<file path="config.mk">
export PLATFORM = sky130hd
export DESIGN_NAME = vram_arbiter
export DESIGN_NICKNAME = d
export VERILOG_FILES = /design/src/rtl/vram_arbiter.sv
export SDC_FILE = /design/constraint.sdc
export NUM_CORES = 1
export LEC_CHECK = 0
export CORE_MARGIN = 2
export CORE_UTILIZATION = 37
export CTS_BUF_LIST = sky130_fd_sc_hd__clkbuf_4 sky130_fd_sc_hd__clkbuf_8
export DETAILED_ROUTE_END_ITERATION = 10
export GPL_ROUTABILITY_DRIVEN = 0
export PLACE_DENSITY = 0.82
export SLEW_MARGIN = 10
export SYNTH_ARGS = -nofsm -noshare
export SYNTH_HDL_FRONTEND = slang
export SYNTH_SLANG_ARGS = --single-unit
</file>
<file path="constraint.sdc">
create_clock -name clk -period 2 [get_ports clk]
set_input_delay 0.4 -clock clk [delete_from_list [all_inputs] [get_ports clk]]
set_output_delay 0.4 -clock clk [all_outputs]
set_load 0.01 [all_outputs]
</file>
<file path="src/rtl/vram_arbiter.sv">
// vram_arbiter
// ------------
// Arbitrates a single-port framebuffer RAM between three masters with fixed
// priority: display scanout reads > host writes > frame-clear engine. At most
// one RAM access is issued per cycle. All mem_* outputs are registered.
//
// Handshake (host write channel): a transfer happens on every rising edge
// where host_valid and host_ready are both 1. host_ready is combinational,
// depends only on rst, disp_req and the FSM state (never on host_valid), and
// the accepted write is presented on the mem_* outputs in the next cycle.
// Out-of-range host writes (host_addr >= DEPTH) complete the handshake but
// are dropped and set the sticky oob_err flag until reset.
//
// Display reads: disp_req in cycle N -> RAM read in N+1 -> RAM data in N+2
// -> disp_valid/disp_data in N+3. Results come back in order, one per request.
//
// Build option: define VRAM_ARB_CLEAR_EN to compile in the frame-clear
// engine (IDLE/CLEAR FSM). Without it the clr_* inputs are ignored,
// clr_busy/clr_done stay 0 and the FSM never leaves IDLE.
//
// Ports
//   clk, rst                     pixel clock, synchronous active-high reset
//   disp_req, disp_addr          display read request and address
//   disp_valid, disp_data        returned pixel
//   host_valid/ready/addr/data   host write channel
//   clr_start, clr_color         start a frame clear with this colour
//   clr_busy, clr_done           clear in progress / one-cycle completion pulse
//   mem_en/we/addr/wdata, mem_rdata  single-port RAM, 1-cycle read latency
//   oob_err                      sticky out-of-range host address flag
//   state_o                      FSM state (0 = IDLE, 1 = CLEAR), for debug
module vram_arbiter #(
    parameter int ADDR_W = 20,
    parameter int DATA_W = 24,
    parameter int DEPTH  = 921600
) (
    input  logic              clk,
    input  logic              rst,
    input  logic              disp_req,
    input  logic [ADDR_W-1:0] disp_addr,
    output logic              disp_valid,
    output logic [DATA_W-1:0] disp_data,
    input  logic              host_valid,
    output logic              host_ready,
    input  logic [ADDR_W-1:0] host_addr,
    input  logic [DATA_W-1:0] host_data,
    input  logic              clr_start,
    input  logic [DATA_W-1:0] clr_color,
    output logic              clr_busy,
    output logic              clr_done,
    output logic              mem_en,
    output logic              mem_we,
    output logic [ADDR_W-1:0] mem_addr,
    output logic [DATA_W-1:0] mem_wdata,
    input  logic [DATA_W-1:0] mem_rdata,
    output logic              oob_err,
    output logic              state_o
);

    typedef enum logic [0:0] {
        ST_IDLE  = 1'b0,
        ST_CLEAR = 1'b1
    } state_t;

    // One extra bit so DEPTH == 2**ADDR_W still compares correctly.
    localparam logic [ADDR_W:0] DEPTH_L = (ADDR_W+1)'(DEPTH);

    state_t              state_q, state_d;
    logic                mem_en_q, mem_en_d;
    logic                mem_we_q, mem_we_d;
    logic [ADDR_W-1:0]   mem_addr_q, mem_addr_d;
    logic [DATA_W-1:0]   mem_wdata_q, mem_wdata_d;
    logic                rd_p2_q;
    logic                disp_valid_q;
    logic [DATA_W-1:0]   disp_data_q;
    logic                clr_done_q, clr_done_d;
    logic                oob_q, oob_d;
    logic                host_fire;
    logic                host_oob;

`ifdef VRAM_ARB_CLEAR_EN
    localparam logic [ADDR_W-1:0] LAST_ADDR = ADDR_W'(DEPTH - 1);
    logic [ADDR_W-1:0]   clr_addr_q, clr_addr_d;
    logic [DATA_W-1:0]   clr_color_q, clr_color_d;
`else
    logic unused_clr;
    assign unused_clr = ^{clr_start, clr_color};
`endif

    assign host_ready = ~rst & ~disp_req & (state_q == ST_IDLE);
    assign host_fire  = host_valid & host_ready;
    assign host_oob   = {1'b0, host_addr} >= DEPTH_L;

    always_comb begin
        state_d     = state_q;
        mem_en_d    = 1'b0;
        mem_we_d    = 1'b0;
        mem_addr_d  = mem_addr_q;
        mem_wdata_d = mem_wdata_q;
        clr_done_d  = 1'b0;
        oob_d       = oob_q;
`ifdef VRAM_ARB_CLEAR_EN
        clr_addr_d  = clr_addr_q;
        clr_color_d = clr_color_q;
`endif
        if (disp_req) begin
            mem_en_d   = 1'b1;
            mem_addr_d = disp_addr;
        end else if (host_fire) begin
            if (host_oob) begin
                oob_d = 1'b1;
            end else begin
                mem_en_d    = 1'b1;
                mem_we_d    = 1'b1;
                mem_addr_d  = host_addr;
                mem_wdata_d = host_data;
            end
        end
`ifdef VRAM_ARB_CLEAR_EN
        else if (state_q == ST_CLEAR) begin
            mem_en_d    = 1'b1;
            mem_we_d    = 1'b1;
            mem_addr_d  = clr_addr_q;
            mem_wdata_d = clr_color_q;
            clr_addr_d  = clr_addr_q + ADDR_W'(1);
            if (clr_addr_q == LAST_ADDR) begin
                state_d    = ST_IDLE;
                clr_done_d = 1'b1;
            end
        end
        // Entry is independent of the host branch: a host write accepted on
        // the same edge is still issued next cycle, and the first clear write
        // is decided in the first CLEAR cycle, so the two never collide.
        if ((state_q == ST_IDLE) && clr_start) begin
            state_d     = ST_CLEAR;
            clr_addr_d  = '0;
            clr_color_d = clr_color;
        end
`endif
    end

    always_ff @(posedge clk) begin
        if (rst) begin
            state_q      <= ST_IDLE;
            mem_en_q     <= 1'b0;
            mem_we_q     <= 1'b0;
            mem_addr_q   <= '0;
            mem_wdata_q  <= '0;
            rd_p2_q      <= 1'b0;
            disp_valid_q <= 1'b0;
            disp_data_q  <= '0;
            clr_done_q   <= 1'b0;
            oob_q        <= 1'b0;
`ifdef VRAM_ARB_CLEAR_EN
            clr_addr_q   <= '0;
            clr_color_q  <= '0;
`endif
        end else begin
            state_q      <= state_d;
            mem_en_q     <= mem_en_d;
            mem_we_q     <= mem_we_d;
            mem_addr_q   <= mem_addr_d;
            mem_wdata_q  <= mem_wdata_d;
            // Read in flight on the RAM this cycle; its data arrives next cycle.
            rd_p2_q      <= mem_en_q & ~mem_we_q;
            disp_valid_q <= rd_p2_q;
            if (rd_p2_q) begin
                disp_data_q <= mem_rdata;
            end
            clr_done_q   <= clr_done_d;
            oob_q        <= oob_d;
`ifdef VRAM_ARB_CLEAR_EN
            clr_addr_q   <= clr_addr_d;
            clr_color_q  <= clr_color_d;
`endif
        end
    end

    assign mem_en     = mem_en_q;
    assign mem_we     = mem_we_q;
    assign mem_addr   = mem_addr_q;
    assign mem_wdata  = mem_wdata_q;
    assign disp_valid = disp_valid_q;
    assign disp_data  = disp_data_q;
    assign clr_busy   = (state_q == ST_CLEAR);
    assign clr_done   = clr_done_q;
    assign oob_err    = oob_q;
    assign state_o    = state_q;

endmodule

</file>
==> reports/metrics.csv <==
metric,value,unit
final_cell_count_no_fill,599,
r2r_start,rd_p2_q$_SDFF_PP0_,
finalCritPeriodShare,99.9,%
drc,0,
crit_fanout,17,
ys.flop_type,dfxtp_1,
die_area,0.00884,mm2
setup_violations,0,
synth_cells,330,
ant_nets,0,
crit_required,2200,ps
synth-seq-cells,73,
path_class,input port to register,
cp-start-kind,input port,
grt_pass1_vias,2979,
drv_slew,0,
ff2ff_setup_slack,880,ps
die_y,94.0,um
outcome,"finished, final reports clean",
dp_hpwl,6300,um
routed_wl,9030,um
cts_buffers,9,
wl_per_cell,15.1,um
grt_setup_unrepaired,true,
grt_max_degree,73,
holdWs,449,ps
drtPass1Iterations,4,
via_per_inst,5.08,
n_antenna_cell,0,
drt_iter0_drc,117,
endpoint_kind,register,
yosys_warnings,0,
post_cts_buffers,0,
max_slew.worst_pin.slew,804,ps
ios,193,
core-area,0.00781,mm2
ir_drop,499,uV
syn_avg_cell_area,9.09,um2
place_inst,584,
cts_tree,done,
period_needed,2000,ps
setup_ws,1.19,ps
h-tree-depth,3,
p_total,3.60,mW
rows,32,
area_delta_synth_final,72.3,%
clk_pin_slew,70,ps
initial_core_util,38.4,%
cts.sinks,73,
fmax,500,MHz
p_leak,1.83,nW
fin_skew,3.43,ps
post_synth_instance_area,0.00300,mm2
worstReg2RegEnd,disp_data[20]$_SDFFE_PP0P_,
antenna_found_initial,0,
slew_headroom,46.4,%
synth_edf_count,0,
fp.dieW,94.0,um
async_flop_share,0,%
fillers,631,
via_count,3040,
reg2reg_depth,3,
cp.arrival,2200,ps
port_buffers,164,
hold_violations,0,
final_nets,610,
hold_path_class,input port to register,
grt_pass1_wl,13900,um
ys_seq_area_share,48.7,%
grt_usage,19.8,%
worst_skew_pair.late_latency,330,ps
cts_root_buffer,clkbuf_8,
clock_path_buffers,2,
drive_above_1_share,13.1,%
power_density,697,mW/mm2
max-cap-violations,0,
crit_end,mem_addr[4]$_SDFFE_PP0P_,
cp-startpoint,host_addr[14],
synth.distinct_cells,32,
overflow,0,
post-place-ws,-477,ps
## sequential cells by signal (all words and copies together) (netlist names)
| name | cells |
|---|---|
| mem_wdata | 24 |
| mem_we | 1 |
| disp_valid | 1 |
| oob_err | 1 |
| rd_p2_q | 1 |
| mem_addr | 20 |
| disp_data | 24 |
| mem_en | 1 |
## timing repair
item,in CTS,in global routing
hold buffers,0,0
cloned,0,0
endpoints found under the setup margin,2,15
gates resized for setup,4,15
## routing by layer
metal | track usage [%] | routed length, um | vias to the layer above
met2 | 33.6 | 4510 | 114
met5 | 0 | 0 | -
met1 | 23.7 | 3690 | 1417
li1 | - | - | 1495
met4 | 7.25 | 131 | 0
met3 | 5.78 | 694 | 14
## kinds of logic after synthesis
logic type,after synthesis,synth area share (%)
other,1,0.125
buffers and inverters,38,5.42
flip-flops,73,48.7
multiplexers,27,9.01
AO/OA/AOI/OAI,76,17.4
AND/OR/NAND/NOR,115,19.3
## per-stage QoR
step           instance area (um2)  utilization, %  setup TNS [ps]
2_1_floorplan                 3010               -               0
3_3_place_gp                  4850            62.1          -10850
3_5_place_dp                  4850            62.1          -11890
4_1_cts                       5100            65.4               0
5_1_grt                       5170            66.2            -260
6_report                      5170            66.2               0
## worst max-delay path: stages
cell and delay, ps:
clkdlybuf4s50_1 430, or4_4 580, o21ai_4 150, nand2_2 80
buf_12 160, a2111oi_1 370
## placed cells by master (no fill, tap or decap)
cell             netlist  final
bufinv_16              0      3
clkinv_4               0      1
nor2_1                46     46
nand3b_1               1      1
mux2i_1               27     27
a211oi_1               2      2
nor4_1                16      9
o21ai_4                1      1
clkdlybuf4s50_1        0    162
a2111oi_1              0      2
and2_1                 1      1
buf_2                  1      2
nor3_1                 2      2
buf_12                 0      6
nand3_1               24     24
o21ai_1               24     20
o21ai_2                0      4
o211ai_1               2      2
nor3b_1                1      1
buf_4                  3     15
or4_4                  1      1
and4b_1                1      1
dfxtp_1               73     73
inv_2                  1      1
nand4_1                1      1
clkbuf_8               0     10
clkinv_2               0      1
a2111oi_0              7      2
and3_1                 1      1
a21oi_1               29     29
o21a_1                 2      2
a2111oi_2              9     12
nand2_1                2      2
inv_1                  2      2
nor2b_1               17     17
conb_1                 1      3
nand2_2                1      1
nor4_2                 0      7
## cells in the mapped netlist (2+ instances only)
library cell  number  area share, %
a2111oi_0          7            2.0
nand3_1           24            4.0
a21oi_1           29            4.8
buf_4              3           0.75
o21a_1             2           0.50
nor4_1            16            3.3
inv_1              2           0.25
a2111oi_2          9            4.5
nor3_1             2           0.33
o21ai_1           24            4.0
clkbuf_1          25            3.1
dfxtp_1           73             49
nor2_1            46            5.8
a211oi_1           2           0.50
mux2i_1           27            9.0
o211ai_1           2           0.50
nor2b_1           17            3.5
nand2_1            2           0.25
buf_1              5           0.63
## worst min-delay path by stage
stage                           start                         to  slack, ps  cells after the start
floorplan           mem_we$_SDFF_PP0_         rd_p2_q$_SDFF_PP0_        460                      1
global placement    mem_we$_SDFF_PP0_         rd_p2_q$_SDFF_PP0_        410                      1
detailed placement  mem_we$_SDFF_PP0_         rd_p2_q$_SDFF_PP0_        420                      1
CTS                               rst  mem_addr[15]$_SDFFE_PP0P_        430                      4
global route                      rst  mem_addr[15]$_SDFFE_PP0P_        460                      4
finish                            rst  mem_addr[15]$_SDFFE_PP0P_        450                      4
## area by class of cell
class	count	area (um2)	area share, %
Tap cell	102	128	2.47
Sequential cell	73	1460	28.3
Clock inverter	5	104	2.01
Inverter	3	11.3	0.218
Clock buffer	10	138	2.66
Timing Repair Buffer	185	1860	36.1
Multi-Input combinational cell	221	1460	28.3
## power by group
part           internal, mW  switching (mW)
clock                 0.856           0.530
sequential             1.53          0.0368
combinational         0.391           0.263
total                  2.77           0.830
Power figures use the tool's default switching activity.
